[src/rtl/tron_game_pkg.sv]
// -----------------------------------------------------------------------------
// tron_game_pkg
//   Shared definitions for the Tron match sequencer, the renderer and the
//   background loader: the game state encoding, the keyboard codes the
//   sequencer reacts to, and a small index-width helper.
// -----------------------------------------------------------------------------
package tron_game_pkg;

  // Encodings are visible on Game_State and decoded by the renderer, so the
  // values are fixed. 6 and 7 are unused and recover to MENU.
  typedef enum logic [2:0] {
    ST_MENU          = 3'd0,
    ST_ROUND_PAUSED  = 3'd1,
    ST_COUNTDOWN     = 3'd2,
    ST_ROUND_RUNNING = 3'd3,
    ST_ROUND_OVER    = 3'd4,
    ST_MATCH_OVER    = 3'd5
  } game_state_t;

  // USB HID usage codes
  localparam logic [7:0] KEY_UP    = 8'h52;
  localparam logic [7:0] KEY_W     = 8'h1A;
  localparam logic [7:0] KEY_DOWN  = 8'h51;
  localparam logic [7:0] KEY_S     = 8'h16;
  localparam logic [7:0] KEY_ENTER = 8'h28;

  // Width of an index into n items, never less than one bit.
  function automatic int idx_width(input int n);
    return (n > 1) ? $clog2(n) : 1;
  endfunction

endpackage

[src/rtl/key_edge_detect.sv]
// -----------------------------------------------------------------------------
// key_edge_detect
//   Turns the level-type USB keycode into a one-cycle press strobe. A press is
//   a nonzero code that differs from the code seen on the previous cycle, so a
//   held key fires once and switching directly between two keys fires again.
// Ports
//   Clk        in   system clock
//   Reset_n    in   asynchronous active-low reset (clears key history)
//   keycode    in   current HID keycode, 0 = no key
//   key_press  out  combinational strobe, valid in the same cycle as keycode
// -----------------------------------------------------------------------------
module key_edge_detect (
  input  logic       Clk,
  input  logic       Reset_n,
  input  logic [7:0] keycode,
  output logic       key_press
);

  logic [7:0] key_code_q;

  always_ff @(posedge Clk or negedge Reset_n) begin
    if (!Reset_n) begin
      key_code_q <= 8'h00;
    end else begin
      key_code_q <= keycode;
    end
  end

  assign key_press = (keycode != 8'h00) && (keycode != key_code_q);

endmodule

[src/rtl/match_state_ctrl.sv]
// -----------------------------------------------------------------------------
// match_state_ctrl
//   Match sequencer for N-player Tron: menu map selection, pre-round
//   countdown, per-player elimination, score keeping and best-of match end.
// Ports
//   Clk, Reset_n      clock, asynchronous active-low reset
//   Reset_Game        sync abort to MENU (scores cleared, map kept)
//   Reset_Round       sync abort of a countdown/running round to ROUND_PAUSED
//   keycode           HID keycode, 0 = none
//   Player_Out        per-player crash indication (level or pulse)
//   Game_State        current game_state_t encoding
//   map_select        selected background
//   load_background   one-cycle pulse asking the loader to redraw
//   alive             players still riding this round
//   scores            packed, player i at [i*SCORE_W +: SCORE_W]
//   round_winner      winner of the last decided round (when !round_draw)
//   round_draw        last round ended with no survivors
//   countdown         cycles left, nonzero only in COUNTDOWN
// -----------------------------------------------------------------------------
module match_state_ctrl
  import tron_game_pkg::*;
#(
  parameter int  NUM_PLAYERS   = 2,
  parameter int  NUM_MAPS      = 4,
  parameter int  ROUNDS_TO_WIN = 3,
  parameter int  COUNTDOWN_CYC = 150,
  localparam int PLAYER_W      = idx_width(NUM_PLAYERS),
  localparam int MAP_W         = idx_width(NUM_MAPS),
  localparam int SCORE_W       = $clog2(ROUNDS_TO_WIN + 1)
) (
  input  logic                           Clk,
  input  logic                           Reset_n,
  input  logic                           Reset_Game,
  input  logic                           Reset_Round,
  input  logic [7:0]                     keycode,
  input  logic [NUM_PLAYERS-1:0]         Player_Out,
  output logic [2:0]                     Game_State,
  output logic [MAP_W-1:0]               map_select,
  output logic                           load_background,
  output logic [NUM_PLAYERS-1:0]         alive,
  output logic [NUM_PLAYERS*SCORE_W-1:0] scores,
  output logic [PLAYER_W-1:0]            round_winner,
  output logic                           round_draw,
  output logic [15:0]                    countdown
);

  localparam int                     CNT_W     = $clog2(NUM_PLAYERS + 1);
  localparam logic [MAP_W-1:0]       MAP_LAST  = MAP_W'(NUM_MAPS - 1);
  localparam logic [SCORE_W-1:0]     SCORE_MAX = SCORE_W'(ROUNDS_TO_WIN);
  localparam logic [15:0]            CD_LOAD   = 16'(COUNTDOWN_CYC);
  localparam logic [NUM_PLAYERS-1:0] ALL_ALIVE = '1;

  game_state_t            state_q;
  logic [MAP_W-1:0]       map_q;
  logic                   load_bg_q;
  logic [NUM_PLAYERS-1:0] alive_q;
  logic [SCORE_W-1:0]     score_q [NUM_PLAYERS];
  logic [PLAYER_W-1:0]    winner_q;
  logic                   draw_q;
  logic [15:0]            cd_q;

  logic                   key_press;
  logic                   key_up, key_down, key_enter;
  logic [NUM_PLAYERS-1:0] alive_d;
  logic [CNT_W-1:0]       alive_cnt_d;
  logic [PLAYER_W-1:0]    winner_d;
  logic [SCORE_W-1:0]     win_score_d;

  key_edge_detect u_key_edge (
    .Clk       (Clk),
    .Reset_n   (Reset_n),
    .keycode   (keycode),
    .key_press (key_press)
  );

  assign key_up    = (keycode == KEY_UP)   || (keycode == KEY_W);
  assign key_down  = (keycode == KEY_DOWN) || (keycode == KEY_S);
  assign key_enter = (keycode == KEY_ENTER);

  // Survivors after this cycle's crashes, their count, and the lowest-index
  // survivor (scanning downwards so the lowest set bit is written last).
  // When exactly one survives, winner_d is that player; the saturating score
  // increment is prepared so the round can be decided in a single edge.
  always_comb begin
    alive_d     = alive_q & ~Player_Out;
    alive_cnt_d = '0;
    winner_d    = '0;
    for (int i = NUM_PLAYERS - 1; i >= 0; i--) begin
      if (alive_d[i]) begin
        alive_cnt_d = alive_cnt_d + CNT_W'(1);
        winner_d    = PLAYER_W'(i);
      end
    end
    win_score_d = (score_q[winner_d] == SCORE_MAX) ? SCORE_MAX
                                                    : score_q[winner_d] + SCORE_W'(1);
  end

  always_ff @(posedge Clk or negedge Reset_n) begin
    if (!Reset_n) begin
      state_q   <= ST_MENU;
      map_q     <= '0;
      load_bg_q <= 1'b0;
      alive_q   <= ALL_ALIVE;
      for (int i = 0; i < NUM_PLAYERS; i++) score_q[i] <= '0;
      winner_q  <= '0;
      draw_q    <= 1'b0;
      cd_q      <= '0;
    end else begin
      load_bg_q <= 1'b0;
      if (Reset_Game) begin
        state_q   <= ST_MENU;
        alive_q   <= ALL_ALIVE;
        cd_q      <= '0;
        load_bg_q <= 1'b1;
        for (int i = 0; i < NUM_PLAYERS; i++) score_q[i] <= '0;
      end else if (Reset_Round &&
                   (state_q == ST_COUNTDOWN || state_q == ST_ROUND_RUNNING)) begin
        state_q   <= ST_ROUND_PAUSED;
        alive_q   <= ALL_ALIVE;
        cd_q      <= '0;
        load_bg_q <= 1'b1;
      end else begin
        case (state_q)
          ST_MENU: begin
            if (key_press) begin
              if (key_up) begin
                map_q <= (map_q == MAP_LAST) ? '0 : map_q + MAP_W'(1);
              end else if (key_down) begin
                map_q <= (map_q == '0) ? MAP_LAST : map_q - MAP_W'(1);
              end else if (key_enter) begin
                state_q   <= ST_ROUND_PAUSED;
                alive_q   <= ALL_ALIVE;
                load_bg_q <= 1'b1;
                for (int i = 0; i < NUM_PLAYERS; i++) score_q[i] <= '0;
              end
            end
          end
          ST_ROUND_PAUSED: begin
            if (key_press) begin
              state_q <= ST_COUNTDOWN;
              cd_q    <= CD_LOAD;
            end
          end
          ST_COUNTDOWN: begin
            // Leave on the cycle the count would hit zero; <= also catches a
            // zero load so the state can never stall here.
            if (cd_q <= 16'd1) begin
              state_q <= ST_ROUND_RUNNING;
              cd_q    <= '0;
            end else begin
              cd_q <= cd_q - 16'd1;
            end
          end
          ST_ROUND_RUNNING: begin
            alive_q <= alive_d;
            if (alive_cnt_d <= CNT_W'(1)) begin
              if (alive_cnt_d == '0) begin
                draw_q  <= 1'b1;
                state_q <= ST_ROUND_OVER;
              end else begin
                score_q[winner_d] <= win_score_d;
                winner_q          <= winner_d;
                draw_q            <= 1'b0;
                state_q           <= (win_score_d == SCORE_MAX) ? ST_MATCH_OVER
                                                                 : ST_ROUND_OVER;
              end
            end
          end
          ST_ROUND_OVER: begin
            if (key_press) begin
              state_q   <= ST_ROUND_PAUSED;
              alive_q   <= ALL_ALIVE;
              load_bg_q <= 1'b1;
            end
          end
          ST_MATCH_OVER: begin
            if (key_press) begin
              state_q   <= ST_MENU;
              load_bg_q <= 1'b1;
            end
          end
          default: state_q <= ST_MENU;
        endcase
      end
    end
  end

  assign Game_State      = state_q;
  assign map_select      = map_q;
  assign load_background = load_bg_q;
  assign alive           = alive_q;
  assign round_winner    = winner_q;
  assign round_draw      = draw_q;
  assign countdown       = cd_q;

  for (genvar gi = 0; gi < NUM_PLAYERS; gi++) begin : g_score_pack
    assign scores[gi*SCORE_W +: SCORE_W] = score_q[gi];
  end

endmodule

[config.mk]
export PLATFORM = sky130hd
export DESIGN_NAME = match_state_ctrl
export DESIGN_NICKNAME = d
export VERILOG_FILES = /design/src/rtl/tron_game_pkg.sv /design/src/rtl/key_edge_detect.sv /design/src/rtl/match_state_ctrl.sv
export SDC_FILE = /design/constraint.sdc
export NUM_CORES = 1
export LEC_CHECK = 0
export ABC_AREA = 1
export BUFFER_PORTS_ARGS = -buffer_cell sky130_fd_sc_hd__buf_2
export CAP_MARGIN = 10
export CELL_PAD_IN_SITES_DETAIL_PLACEMENT = 1
export CELL_PAD_IN_SITES_GLOBAL_PLACEMENT = 1
export CORE_AREA = 2 2 94 96
export DETAILED_ROUTE_END_ITERATION = 6
export DIE_AREA = 0 0 96 98
export PLACE_DENSITY = 0.7
export SYNTH_ARGS = -nofsm -noshare
export SYNTH_HDL_FRONTEND = slang
export SYNTH_SLANG_ARGS = --single-unit
[constraint.sdc]
create_clock -name Clk -period 1.39 [get_ports Clk]
set_input_delay 0.0695 -clock Clk [delete_from_list [all_inputs] [get_ports Clk]]
set_output_delay 0.0695 -clock Clk [all_outputs]
set_load 0.03 [all_outputs]
# Word-level counts from Yosys, hierarchy flattened
# Cells that the tools add are included.
dict set report totals {
  output_inout_bits 30
  regBits 38
}
dict set report op_classes {
  eq_ne 30
  addsub 5
  bitwise_logic 6
  muxes 60
  reduce_logical 22
  order_cmp 4
}
# op count
set op_table {}
lappend op_table {{16-bit 2-to-1 mux} 4}
lappend op_table {{2-bit 2-to-1 mux} 17}
lappend op_table {{3-bit 2-to-1 mux} 11}
lappend op_table {{4-bit 2-to-1 mux} 8}
lappend op_table {{16-bit case mux with 2 select lines} 1}
lappend op_table {{4-bit inequality test, second input constant} 7}
lappend op_table {{3-bit case mux with 6 select lines} 1}
lappend op_table {{8-bit by 5-bit == test with 1-bit output, second input constant} 2}
lappend op_table {{8-bit by 7-bit == test with 1-bit output, second input constant} 2}
lappend op_table {{16-bit by 1-bit less-or-equal comparator with 1-bit output, second input constant} 1}
lappend op_table {{16-bit by 1-bit subtractor with 16-bit output, second input constant} 1}
lappend op_table {{3-bit inequality test, second input constant} 5}
lappend op_table {{1-bit 2-to-1 mux} 13}
lappend op_table {{5-bit AND reduction} 2}
lappend op_table {{9-bit AND reduction} 1}
lappend op_table {{8-bit by 6-bit == test with 1-bit output, second input constant} 1}
lappend op_table {{4-bit by 2-bit inequality test with 1-bit output, second input constant} 2}
lappend op_table {{8-bit inequality test} 1}
lappend op_table {{4-bit case mux with 2 select lines} 1}
lappend op_table {{8-bit AND reduction} 1}
lappend op_table {{8-bit nonzero test} 1}
lappend op_table {{2-bit by 1-bit adder with 2-bit output, second input constant} 3}
lappend op_table {{2-bit == test, second input constant} 3}
lappend op_table {{3-bit by 2-bit == test with 1-bit output, second input constant} 2}
lappend op_table {{other kinds (28)} 36}

# Logic depth before layout (Yosys ltp)
# Gate-level depths: netlist of the first run.
dict set report depth {
  depth_word 17
  mapped_depth 13
  ltp_nobuf 13
}

# Cells and area by module
# From an unflattened synthesis of the first run, not the netlist that was laid out.
dict set report hier_totals {
  cells_unflattened 376
  area_unflattened_um2 2528.7
}
# module area_each_um2 n_inst cells_per_inst seq_area_each_um2
set modules_own_cells {}
lappend modules_own_cells {match_state_ctrl 2132.0 1 317 753.2}
lappend modules_own_cells {key_edge_detect 396.6 1 59 200.2}

# Worst setup path after synthesis of the first run
# OpenSTA, ideal clock, no wires.
dict set report synth_path {
  path_kind {register -> register}
  startpoint {register cd_q[0] (netlist: countdown[0])}
  endpoint {register cd_q[1] (netlist: countdown[1])}
  synth_period_minus_slack_ns 1.741
  path_slack_ns -0.351
  setup_ns 0.073
  n_path_buf 1
  t_arrival_ns 1.668
  required_ns 1.317
  stages_incl_launch_ff 10
  path_cell_list {dfrtp_1 -> inv_1 -> ha_1 -> nand2_2 -> nor2_1 -> o21a_1 -> buf_6 -> o21ai_0 -> nand2_1 -> a21oi_2}
}
dict set report synth_between {
  elab_chain_cells 5
  elab_cells_between_ends 6
  cone_classes {add/sub: 1; order compare: 1; mux: 4}
}
# item line_no
set synth_rtl {}
lappend synth_rtl {{from (decl)} match_state_ctrl.sv:60} ;# logic [15:0] cd_q;
lappend synth_rtl {{from (signal assigned)} match_state_ctrl.sv:151} ;# cd_q <= cd_q - 16'd1;
lappend synth_rtl {{16-bit by 1-bit subtractor with 16-bit output or 16-bit by 1-bit less-or-equal comparator with 1-bit output (tied branches)} {match_state_ctrl.sv:151, match_state_ctrl.sv:147}}
lappend synth_rtl {{16-bit 2-to-1 mux (*)} match_state_ctrl.sv:147} ;# if (cd_q <= 16'd1) begin
lappend synth_rtl {{16-bit case mux with 2 select lines (*)} match_state_ctrl.sv:123} ;# case (state_q)
lappend synth_rtl {{16-bit 2-to-1 mux (*)} match_state_ctrl.sv:116} ;# end else if (Reset_Round &&
lappend synth_rtl {{16-bit 2-to-1 mux (*)} match_state_ctrl.sv:110} ;# if (Reset_Game) begin
# Every way passes the cells marked *; elsewhere a longest branch is shown, timed or not.
# A chain may end at the register's enable or synchronous reset.

# Worst setup path after layout of the first run
dict set report layout_path {
  startpoint {register state_q[2] (netlist: Game_State[2])}
  endpoint {register state_q[0] (netlist: Game_State[0])}
}
dict set report layout_between {
  elab_chain_cells 5
  elab_cells_between_ends 21
  cone_classes {eq/ne: 14; mux: 3; reduce/logical: 4}
}
# item line_no
set layout_rtl {}
lappend layout_rtl {{from (decl)} match_state_ctrl.sv:53} ;# game_state_t state_q;
lappend layout_rtl {{from (signal assigned)} match_state_ctrl.sv:164} ;# state_q <= (win_score_d == SCORE_MAX) ? ST_MATCH_OVER
lappend layout_rtl {{3-bit by 2-bit == test with 1-bit output} {match_state_ctrl.sv:117, match_state_ctrl.sv:123}}
lappend layout_rtl {{1-bit logical OR} match_state_ctrl.sv:117} ;# (state_q == ST_COUNTDOWN || state_q == ST_ROUND_RUNNING)) begin
lappend layout_rtl {{1-bit logical AND} match_state_ctrl.sv:116}
lappend layout_rtl {{4-bit by 2-bit inequality test with 1-bit output (no source line) (tied with other cells)} --}
lappend layout_rtl {{9-bit AND reduction (no source line) or 3-bit 2-to-1 mux (tied branches)} --}
# Parallel ways exist; a longest one is shown, timed or not.

==> flow_summary.json, run 1 <==
{
  "synth.largest_area_cell": "dfrtp_1",
  "grt_use_total": 0.190,
  "ys.flop_type": "dfrtp_1",
  "dpl.hpwl_um": 6220,
  "first_iter_violations": 79,
  "synth_common_cells": "nand2_1, inv_1, nor2_1",
  "yosys-top-cells-area": "dfrtp_1, nand2_1, nand3_1, inv_1, nor2_1",
  "core_mm2": 0.00847,
  "final_nets": 502,
  "antennaDiodeCount": 0,
  "antenna_found_initial": 0,
  "cts.sinks": 38,
  "viasPerCell": 4.81,
  "synth-seq-cells": 38,
  "cpMostUsedCell": "nand2_2",
  "synth_area_mm2": 0.00244,
  "crit_buf_inv": 2,
  "cp-end-kind": "flop",
  "wl_per_cell_um": 15.1,
  "critical_path_class": "reg2reg",
  "grt_first_pass_wirelength_um": 14000,
  "synthDistinctLibCells": 28,
  "async_reset_ff_frac": 1.00,
  "fp.dieH_um": 98,
  "slowest_delay_ns": 0.44,
  "violations": "negative setup slack",
  "cts_tree": "built",
  "drc": 0,
  "powerDensity_mw_per_mm2": 1680,
  "worstPathRequired_ns": 1.59,
  "synth_most_common_cell": "nand2_1",
  "cp-start-kind": "flop",
  "ir_drop_v": 0.000660,
  "first_global_vias": 2965,
  "status": "complete, but fails checks",
  "clk_pin_slew_ns": 0.08,
  "cts_buffer_depth": 2,
  "min_path_type": "in2reg",
  "period_share": 1.17,
  "clkLatencyLatePin_ns": 0.30,
  "nFillCells": 1045,
  "finClkSkew_ns": 0.00850,
  "drive_above_1_share": 0.511,
  "max_slew_margin": 0.754,
  "cts-htree-levels": 2,
  "grt_max_degree": 26,
  "routed_wl_um": 8960,
  "start_util": 0.289,
  "drtPass1Iterations": 4,
  "tightest_slew_ns": 0.369,
  "numPortBuffers": 43,
  "cts_buffers": 5,
  "synth_edf_count": 0,
  "finalHoldViolCount": 0,
  "setup_viol": 27,
  "die-width_um": 96,
  "fin_setup_tns_ns": -3.41,
  "num_vias": 2850,
  "slowest_stage": "dfrtp_2",
  "max_freq_mhz": 614,
  "slew_violations": 0,
  "synth_top_cell_area_share": 0.368,
  "antenna_left": 0,
  "rows": 34,
  "critPathMaxFanout": 4,
  "yosysSeqAreaShare": 0.390,
  "die_area_mm2": 0.00941,
  "cts_root_buffer": "clkbuf_8",
  "area_growth_pct": 67.3,
  "avgSynthCellArea_um2": 6.99,
  "crit_arrival_ns": 1.83,
  "maxCapViolCount": 0,
  "synth_nets": 368,
  "critPathTopFamily": "simple AND/OR/NAND/NOR gates",
  "boundaryPins": 44,
  "final.setup.worst_slack_ns": -0.240,
  "synth_cells": 350,
  "total_power_mw": 6.86,
  "p_leak_nw": 2.13,
  "crit_chain": "inv_2, nand3_2, nor3_2, nand3_1, nand2_2, nor2_4, buf_6, nand3_4, nand2_2",
  "post-route-min-period_ns": 1.63,
  "globalplace.congestion": 0.858,
  "rsz0062_at_grt": "yes",
  "overflow": 0,
  "ys_warn_count": 0
}
## state kept, by name (all words and copies together) (netlist names)
register	cells
countdown	16
scores	4
alive	2
Game_State	3
round_draw	1
load_background	1
u_key_edge.key_code_q	8
map_select	2
round_winner	1
## layout by cell type, fill, tap and decap left out, types with 3 or more instances in the layout
cell / count
buf_4: 68
nand3_1: 20
a21oi_2: 4
dlygate4sd3_1: 9
buf_6: 8
nand3_2: 7
nor2_4: 5
nor3_1: 3
clkbuf_8: 5
o21ai_2: 11
xor2_1: 9
o21ai_1: 3
dfrtp_2: 11
clkbuf_1: 3
dfrtp_1: 25
o21ai_0: 3
nand2_1: 78
nor3_2: 6
inv_2: 9
xnor2_1: 7
nand4_1: 11
buf_2: 43
nand2_4: 13
nand3_4: 5
nor2_1: 26
nand2_2: 24
nor3_4: 4
inv_1: 32
nor2_2: 10
## per-layer routing
metal	global-route usage	vias to the layer above	wire length [µm]
met5	0	-	0
met4	0.0440	0	161
met3	0.0316	14	266
met2	0.333	47	4850
met1	0.240	1403	3690
li1	-	1386	-
## area by class of cell
cell class | instances | area [µm²] | share of cell area
Multi-Input combinational cell | 264 | 1760 | 0.429
Timing Repair Buffer | 131 | 973 | 0.238
Sequential cell | 38 | 967 | 0.236
Inverter | 44 | 178 | 0.0434
Tap cell | 108 | 135 | 0.0330
Clock buffer | 8 | 80.1 | 0.0196
## worst paths after layout
path / from / end / slack (ns) / cells past startpoint
setup / recovery: Game_State[2]$_DFFE_PN0P_ / Game_State[0]$_DFFE_PN0P_ / -0.24 / 9
hold / removal: Player_Out[1] / alive[1]$_DFFE_PN1P_ / 0.22 / 6
setup reg to reg: Game_State[2]$_DFFE_PN0P_ / Game_State[0]$_DFFE_PN0P_ / -0.24 / 9
hold reg to reg: scores[0]$_DFFE_PN0P_ / scores[0]$_DFFE_PN0P_ / 0.52 / 2
max in group asynchronous: Reset_n / alive[0]$_DFFE_PN1P_ / 0.60 / 3
min in group asynchronous: Reset_n / u_key_edge.key_code_q[7]$_DFF_PN0_ / 0.24 / 2
## tightest hold or removal path, stage by stage
cell and delay (ns):
buf_2 0.07, inv_1 0.03, nand2_2 0.08, inv_2 0.07
nor2_1 0.14, a21oi_2 0.04
## metrics by stage
step                 util  instance area (µm²)  worst slack (ns)  hold slack, ns  instances
global placement    0.394                 3340            -0.139        0.000524        559
floorplan               -                 2520            -0.167          -0.226        350
finish              0.483                 4090            -0.240           0.215        593
detailed placement  0.394                 3340            -0.230         0.00660        559
CTS                 0.446                 3770            -0.193           0.206        586
global route        0.483                 4090            -0.301           0.259        593
## report_power, final
part	switching (mW)	internal, mW	total (mW)
sequential	0.234	1.32	1.55
clock	0.427	0.358	0.784
combinational	2.60	1.92	4.53
## cells by family (layout without fill, tap and decap cells)
logic type | Yosys count | after routing | synth area share
fa+ha+maj | 4 | 4 | 0.0205
compound gates | 28 | 28 | 0.0686
flops | 38 | 38 | 0.390
simple gates | 214 | 214 | 0.376
xor+xnor | 18 | 18 | 0.0645
buf+inv | 48 | 183 | 0.0803
## repair_timing
item                                    in CTS  in global routing
hold endpoints to repair                    21                  0
buffers inserted                            10                  8
cloned                                       1                  0
hold buffers                                 9                  0
resized for setup                           55                 64
pin swaps                                   23                 28
endpoints found under the setup margin      28                 30
(Power assumes the default switching activity.)
==> inputs of run 2 (changes only) <==
--- a/config.mk
+++ b/config.mk
@@ -10,10 +10,11 @@
 export CAP_MARGIN = 10
 export CELL_PAD_IN_SITES_DETAIL_PLACEMENT = 1
 export CELL_PAD_IN_SITES_GLOBAL_PLACEMENT = 1
-export CORE_AREA = 2 2 94 96
+export CORE_AREA = 2 2 95 97
 export DETAILED_ROUTE_END_ITERATION = 6
-export DIE_AREA = 0 0 96 98
-export PLACE_DENSITY = 0.7
+export DIE_AREA = 0 0 97 99
+export PLACE_DENSITY = 0.62
 export SYNTH_ARGS = -nofsm -noshare
 export SYNTH_HDL_FRONTEND = slang
+export SYNTH_HIERARCHICAL = 1
 export SYNTH_SLANG_ARGS = --single-unit
==> run 2 against run 1 <==
The flow still finishes with violations (negative setup slack); fmax shrank 7.7%; register-to-register slack lost 0.14 ns; worst hold slack lost 0.20 ns; first-iteration DRC count shrank 51%; non-clock buffer count shrank 11; final cell count grew 2.9%; critical path depth grew 7; global-route usage shrank 1.3 points.
==> flow_summary.json, run 2 <==
{
  "status": "complete, but fails checks",
  "violations": "negative setup slack",
  "post-route-min-period_ns": 1.77,
  "holdWs_ns": 0.0123,
  "post_dp_cell_area_mm2": 0.00346,
  "setup_viol": 27,
  "antennaDiodeCount": 0,
  "cts_tree": "built",
  "core_mm2": 0.00855,
  "crit_arrival_ns": 1.95,
  "area_growth_pct": 45.8,
  "cts.sinks": 38,
  "slew_violations": 0,
  "synth_nets": 394,
  "avgSynthCellArea_um2": 6.73,
  "dpl.hpwl_um": 6410,
  "ys.flop_type": "dfrtp_1",
  "largest_reg_flops": 16,
  "yosys-top-cells-area": "dfrtp_1, nand2_1, nor2_1, inv_1, nand3_1",
  "cp-start-kind": "flop",
  "total_power_mw": 7.90,
  "max_slew_margin": 0.634,
  "regArea_um2": 965,
  "whs_path_depth": 2,
  "synth_top_cell_area_share": 0.356,
  "critical_path_class": "reg2reg",
  "tightest_slew_ns": 0.550,
  "final_cell_mix": "nand2_1, buf_4, inv_1, nor2_1, buf_2",
  "finClkSkew_ns": 0.00579,
  "synth_area_mm2": 0.00253,
  "cts_root_buffer": "clkbuf_8",
  "synth_cells": 376,
  "final_common_cell": "nand2_1",
  "globalplace.congestion": 0.805,
  "cts_buffer_depth": 2,
  "num_vias": 2772,
  "synth_most_common_cell": "nand2_1",
  "clkLatencyLatePin_ns": 0.29,
  "timing.rr.end": "countdown[5]$_DFFE_PN0P_",
  "powerDensity_mw_per_mm2": 2140,
  "reg2regPathDepth": 16,
  "final_nets": 519,
  "maxCapViolCount": 0,
  "numPortBuffers": 43,
  "first_iter_violations": 39,
  "min_path_type": "in2reg",
  "async_reset_ff_frac": 1.00,
  "critPathMaxFanout": 4,
  "rsz0062_at_grt": "yes",
  "yosysSeqAreaShare": 0.377,
  "antenna_left": 0,
  "reg2reg_slack_ns": -0.38,
  "max_freq_mhz": 566,
  "drtPass1Iterations": 4,
  "routed_wl_um": 7940,
  "drc": 0,
  "min_to": "u_key_edge/key_code_q[5]$_DFF_PN0_",
  "grt_use_total": 0.177,
  "cts-htree-levels": 2,
  "wl_per_cell_um": 13.0,
  "synth-seq-cells": 38,
  "viasPerCell": 4.54,
  "die-width_um": 97,
  "stdcell_count": 610,
  "ir_drop_v": 0.00111,
  "drive_above_1_share": 0.382,
  "grt_max_degree": 23,
  "r2r_start": "u_key_edge/key_code_q[2]$_DFF_PN0_",
  "period_share": 1.27,
  "die_area_mm2": 0.00960,
  "multiInputGateArea_mm2": 0.00144,
  "clk_pin_slew_ns": 0.08,
  "synth_common_cells": "nand2_1, nor2_1, inv_1",
  "worstPathRequired_ns": 1.58,
  "worstHoldStart": "keycode[5]",
  "boundaryPins": 44,
  "first_global_vias": 3079,
  "post-route-cell-area_mm2": 0.00369,
  "cp-end-kind": "flop",
  "synth.largest_area_cell": "dfrtp_1",
  "ys_warn_count": 6,
  "fp.dieH_um": 99,
  "dpl_worst_slack_ns": -0.412,
  "antenna_found_initial": 0,
  "overflow": 0,
  "synth_edf_count": 0,
  "p_leak_nw": 2.07,
  "synthDistinctLibCells": 29,
  "finalHoldViolCount": 0,
  "start_util": 0.296,
  "final.setup.worst_slack_ns": -0.376,
  "nFillCells": 1126,
  "grt_first_pass_wirelength_um": 14100,
  "cts_buffers": 5,
  "rows": 34,
  "dp_cells": 597
}
[run 2: worst max-delay path by stage]
stage	startpoint	end	slack [ns]	cells after the start
final	u_key_edge/key_code_q[2]$_DFF_PN0_	countdown[5]$_DFFE_PN0P_	-0.38	16
after global routing	u_key_edge/key_code_q[3]$_DFF_PN0_	countdown[5]$_DFFE_PN0P_	-0.56	16
after CTS	u_key_edge/key_code_q[2]$_DFF_PN0_	scores[3]$_DFFE_PN0P_	-0.42	15
after detailed placement	u_key_edge/key_code_q[2]$_DFF_PN0_	countdown[11]$_DFFE_PN0P_	-0.41	14
after global placement	u_key_edge/key_code_q[7]$_DFF_PN0_	countdown[14]$_DFFE_PN0P_	-0.34	14
after floorplan	u_key_edge/key_code_q[1]$_DFF_PN0_	countdown[15]$_DFFE_PN0P_	-0.16	15
[run 2: logic make-up (layout without fill, tap and decap cells)]
family,after synthesis,count (layout),share of synthesized area
DFF,38,38,0.377
adders and majority gates,4,4,0.0198
buffers and inverters,65,191,0.103
AOI/OAI and AO/OA,24,24,0.0515
and+or+nand+nor,238,238,0.424
xor gates and xnor gates,7,7,0.0242
[run 2: layout make-up]
cell class / instances / area share
well taps: 108 / 0.0366
clock buffers: 7 / 0.0234
clock inverters: 1 / 0.00136
flip-flops and latches: 38 / 0.262
multi-input cells: 273 / 0.391
inverters: 63 / 0.0682
repair buffers: 120 / 0.218
[run 2: worst max-delay path: stages, from the launching register on]
cell and delay [ns]:
dfrtp_1 0.36, inv_1 0.05, nand2_1 0.07, nand2_1 0.05
nor2_1 0.09, nand2_1 0.08, nor2_2 0.12, nor2_2 0.05
inv_2 0.07, nand2_4 0.07, nor2_4 0.19, inv_2 0.07
o21ai_4 0.09, or2_1 0.16, nand2_1 0.06, nand2_1 0.05
nor2_1 0.04
[run 2: power by group]
group / switching, mW / internal, mW
sequential: 0.251 / 1.42
combinational: 3.15 / 2.25
clock: 0.422 / 0.401
total: 3.83 / 4.07
[run 2: layer usage]
metal	vias up	track usage	wire length (µm)
li1	1407	-	-
met1	1325	0.211	3510
met2	32	0.338	4170
met3	8	0.0220	183
met4	0	0.0412	82
met5	-	0	0
[run 2: per-stage QoR]
stage,setup TNS (ns),utilization
2_1_floorplan,-1.73,-
3_3_place_gp,-6.88,0.405
3_5_place_dp,-8.61,0.405
4_1_cts,-8.74,0.423
5_1_grt,-12.03,0.431
6_report,-6.94,0.431
[run 2: what timing repair did]
item	CTS	global route
hold buffers	1	0
hold endpoints to repair	18	0
resized for setup	14	20
endpoints found under the setup margin	28	29
pin swaps	3	17
setup buffers	1	4
==> inputs of run 3 (changes only) <==
--- a/config.mk
+++ b/config.mk
@@ -5,15 +5,15 @@
 export SDC_FILE = /design/constraint.sdc
 export NUM_CORES = 1
 export LEC_CHECK = 0
-export ABC_AREA = 1
+export ABC_AREA = 0
 export BUFFER_PORTS_ARGS = -buffer_cell sky130_fd_sc_hd__buf_2
 export CAP_MARGIN = 10
 export CELL_PAD_IN_SITES_DETAIL_PLACEMENT = 1
 export CELL_PAD_IN_SITES_GLOBAL_PLACEMENT = 1
-export CORE_AREA = 2 2 95 97
+export CORE_AREA = 2 2 90 92
 export DETAILED_ROUTE_END_ITERATION = 6
-export DIE_AREA = 0 0 97 99
-export PLACE_DENSITY = 0.62
+export DIE_AREA = 0 0 92 94
+export PLACE_DENSITY = 0.58
 export SYNTH_ARGS = -nofsm -noshare
 export SYNTH_HDL_FRONTEND = slang
 export SYNTH_HIERARCHICAL = 1
==> run 3 against run 2 <==
The run still ends with negative setup slack left; via count is 17% lower; clock power is 11% higher; global-route usage decreased by 0.84 points; fmax fell by 15%; first-iteration DRC count decreased by 7.7%; critical endpoint is now round_winner$_DFFE_PN0P_; combinational power fell by 79%; die area down 9.9%; largest cell class unchanged; total power fell by 58%.
==> flow_summary.json, run 3 <==
{
  "regArea_um2": 960,
  "grt_use_total": 0.169,
  "dpl_worst_slack_ns": -0.805,
  "async_reset_ff_frac": 1.00,
  "finalHoldViolCount": 0,
  "clkLatencyLatePin_ns": 0.30,
  "synth_most_common_cell": "dfrtp_1",
  "nFillCells": 904,
  "slowest_delay_ns": 0.41,
  "routed_wl_um": 6990,
  "min_path_type": "in2reg",
  "overflow": 0,
  "synth_cells": 242,
  "cts_root_buffer": "clkbuf_8",
  "yosysSeqAreaShare": 0.428,
  "finClkSkew_ns": 0.00779,
  "synth_common_cells": "dfrtp_1, nand2_1, nor2_1",
  "max_freq_mhz": 481,
  "yosys-top-cells-area": "dfrtp_1, nand2_1, xor2_1, o21ai_0, nor2_1",
  "violations": "negative setup slack",
  "synth-seq-cells": 38,
  "maxCapViolCount": 0,
  "first_iter_violations": 36,
  "cp-end-kind": "flop",
  "rows": 32,
  "core_mm2": 0.00761,
  "grt_first_pass_wirelength_um": 11400,
  "drive_above_1_share": 0.450,
  "rsz0062_at_grt": "yes",
  "max_slew_margin": 0.625,
  "largest_reg_flops": 16,
  "cts_buffers": 5,
  "antenna_found_initial": 0,
  "drtPass1Iterations": 4,
  "synth_edf_count": 0,
  "cts-htree-levels": 2,
  "synthDistinctLibCells": 52,
  "grt_max_degree": 39,
  "multiInputGateArea_mm2": 0.00137,
  "first_global_vias": 2313,
  "postLayoutCoreUtil": 0.455,
  "slew_violations": 0,
  "cts_tree": "built",
  "period_share": 1.50,
  "area_growth_pct": 55.5,
  "setup_viol": 30,
  "slowest_stage": "a221o_2",
  "cts_buffer_depth": 2,
  "boundaryPins": 44,
  "globalplace.congestion": 0.766,
  "dpl.hpwl_um": 5210,
  "final_cell_mix": "buf_4, buf_2, dfrtp_1, nand2_1, nor2_1",
  "antenna_left": 0,
  "die-width_um": 92,
  "ys.flop_type": "dfrtp_1",
  "num_vias": 2314,
  "start_util": 0.293,
  "synth.largest_area_cell": "dfrtp_1",
  "final.setup.worst_slack_ns": -0.689,
  "final_common_cell": "buf_4",
  "wl_per_cell_um": 14.9,
  "avgSynthCellArea_um2": 9.20,
  "viasPerCell": 4.93,
  "status": "complete, but fails checks",
  "critical_path_class": "reg2reg",
  "antennaDiodeCount": 0,
  "post-route-min-period_ns": 2.08,
  "die_area_mm2": 0.00865,
  "fp.dieH_um": 94,
  "powerDensity_mw_per_mm2": 950,
  "drc": 0,
  "tightest_slew_ns": 0.556,
  "clk_pin_slew_ns": 0.08,
  "final_nets": 384,
  "cts.sinks": 38,
  "crit_arrival_ns": 2.27,
  "numPortBuffers": 43,
  "ir_drop_v": 0.000341,
  "cp-start-kind": "flop",
  "p_leak_nw": 1.66,
  "synth_area_mm2": 0.00223,
  "worstPathRequired_ns": 1.58,
  "ys_warn_count": 6,
  "synth_nets": 260,
  "synth_top_cell_area_share": 0.405,
  "critPathMaxFanout": 8,
  "crit_chain": "xor2_1, nor4_2, a22oi_2, nor3b_1, nor2b_1, a221o_2, a31oi_1, a21oi_1",
  "holdWs_ns": 0.0344
}
==> run 3: changes by cell type after synthesis, sizes merged, moves of 4 or more <==
cell    previous run  this run
nor3               6        11
nand4             11         1
nor2              71        22
nand3             26         2
a21oi              4        12
nor2b              0         5
nor4               1        14
nand2b             0         6
nand2            121        28
inv               63         8
o31ai              0         4
a31oi              0         5
xnor2              0         8
nor4b              0         4
==> run 3: path summary, 6_finish.rpt <==
check	end	startpoint	slack, ns	cells after the start
setup / recovery	round_winner$_DFFE_PN0P_	u_key_edge/key_code_q[0]$_DFF_PN0_	-0.69	8
hold / removal	u_key_edge/key_code_q[3]$_DFF_PN0_	keycode[3]	0.03	2
setup reg to reg	round_winner$_DFFE_PN0P_	u_key_edge/key_code_q[0]$_DFF_PN0_	-0.69	8
hold reg to reg	round_draw$_DFFE_PN0P_	round_draw$_DFFE_PN0P_	0.52	2
max in group asynchronous	alive[1]$_DFFE_PN1P_	Reset_n	0.86	3
min in group asynchronous	countdown[12]$_DFFE_PN0P_	Reset_n	0.27	3
==> run 3: logic make-up after synthesis <==
family	count (synthesis)	share of synthesized area
AOI/OAI and AO/OA	61	0.187
and+or+nand+nor	106	0.260
adders and majority gates	4	0.0225
xor gates and xnor gates	18	0.0708
DFF	38	0.428
muxes	1	0.00450
buffers and inverters	14	0.0275
==> run 3: area by class of cell <==
| cell class | instances | area share |
|---|---|---|
| Tap cell | 102 | 0.0369 |
| Multi-Input combinational cell | 190 | 0.395 |
| Inverter | 8 | 0.00867 |
| Sequential cell | 38 | 0.277 |
| Clock buffer | 8 | 0.0318 |
| Timing Repair Buffer | 123 | 0.250 |
==> run 3: layer usage <==
metal,track usage,up-vias,part of all wire
met2,0.294,33,0.51
met1,0.210,1137,0.45
li1,-,1138,-
met3,0.0345,6,0.032
met5,0,-,0
met4,0.0522,0,0.013
==> run 3: critical path, delay by kind of cell, from the launching register on <==
kind / cells / cell delay, ns
and+or+nand+nor: 3 / 0.62
xor gates and xnor gates: 1 / 0.17
AOI/OAI and AO/OA: 4 / 0.82
DFF: 1 / 0.37
==> run 3: report_power, final <==
group	switching (mW)	internal [mW]	total [mW]	leakage, nW
Clock	0.408	0.501	0.910	0.0575
Sequential	0.0585	1.19	1.25	0.485
Combinational	0.630	0.498	1.13	1.11
==> run 3: what timing repair did <==
action	CTS	global route
cloned	0	0
setup buffers	4	1
hold buffers	3	1
pin swaps	9	3
gates resized for setup	21	7
endpoints found under the setup margin	30	30
hold endpoints to repair	41	1
==> run 3: per-stage QoR <==
step	total power [mW]	cell area (µm²)	setup TNS, ns	instances
2_1_floorplan	1.88	2270	-11.94	242
3_3_place_gp	2.32	3160	-16.39	454
3_5_place_dp	2.35	3160	-18.81	454
4_1_cts	3.32	3420	-16.04	468
5_1_grt	3.50	3460	-18.62	469
6_report	3.29	3460	-15.14	469
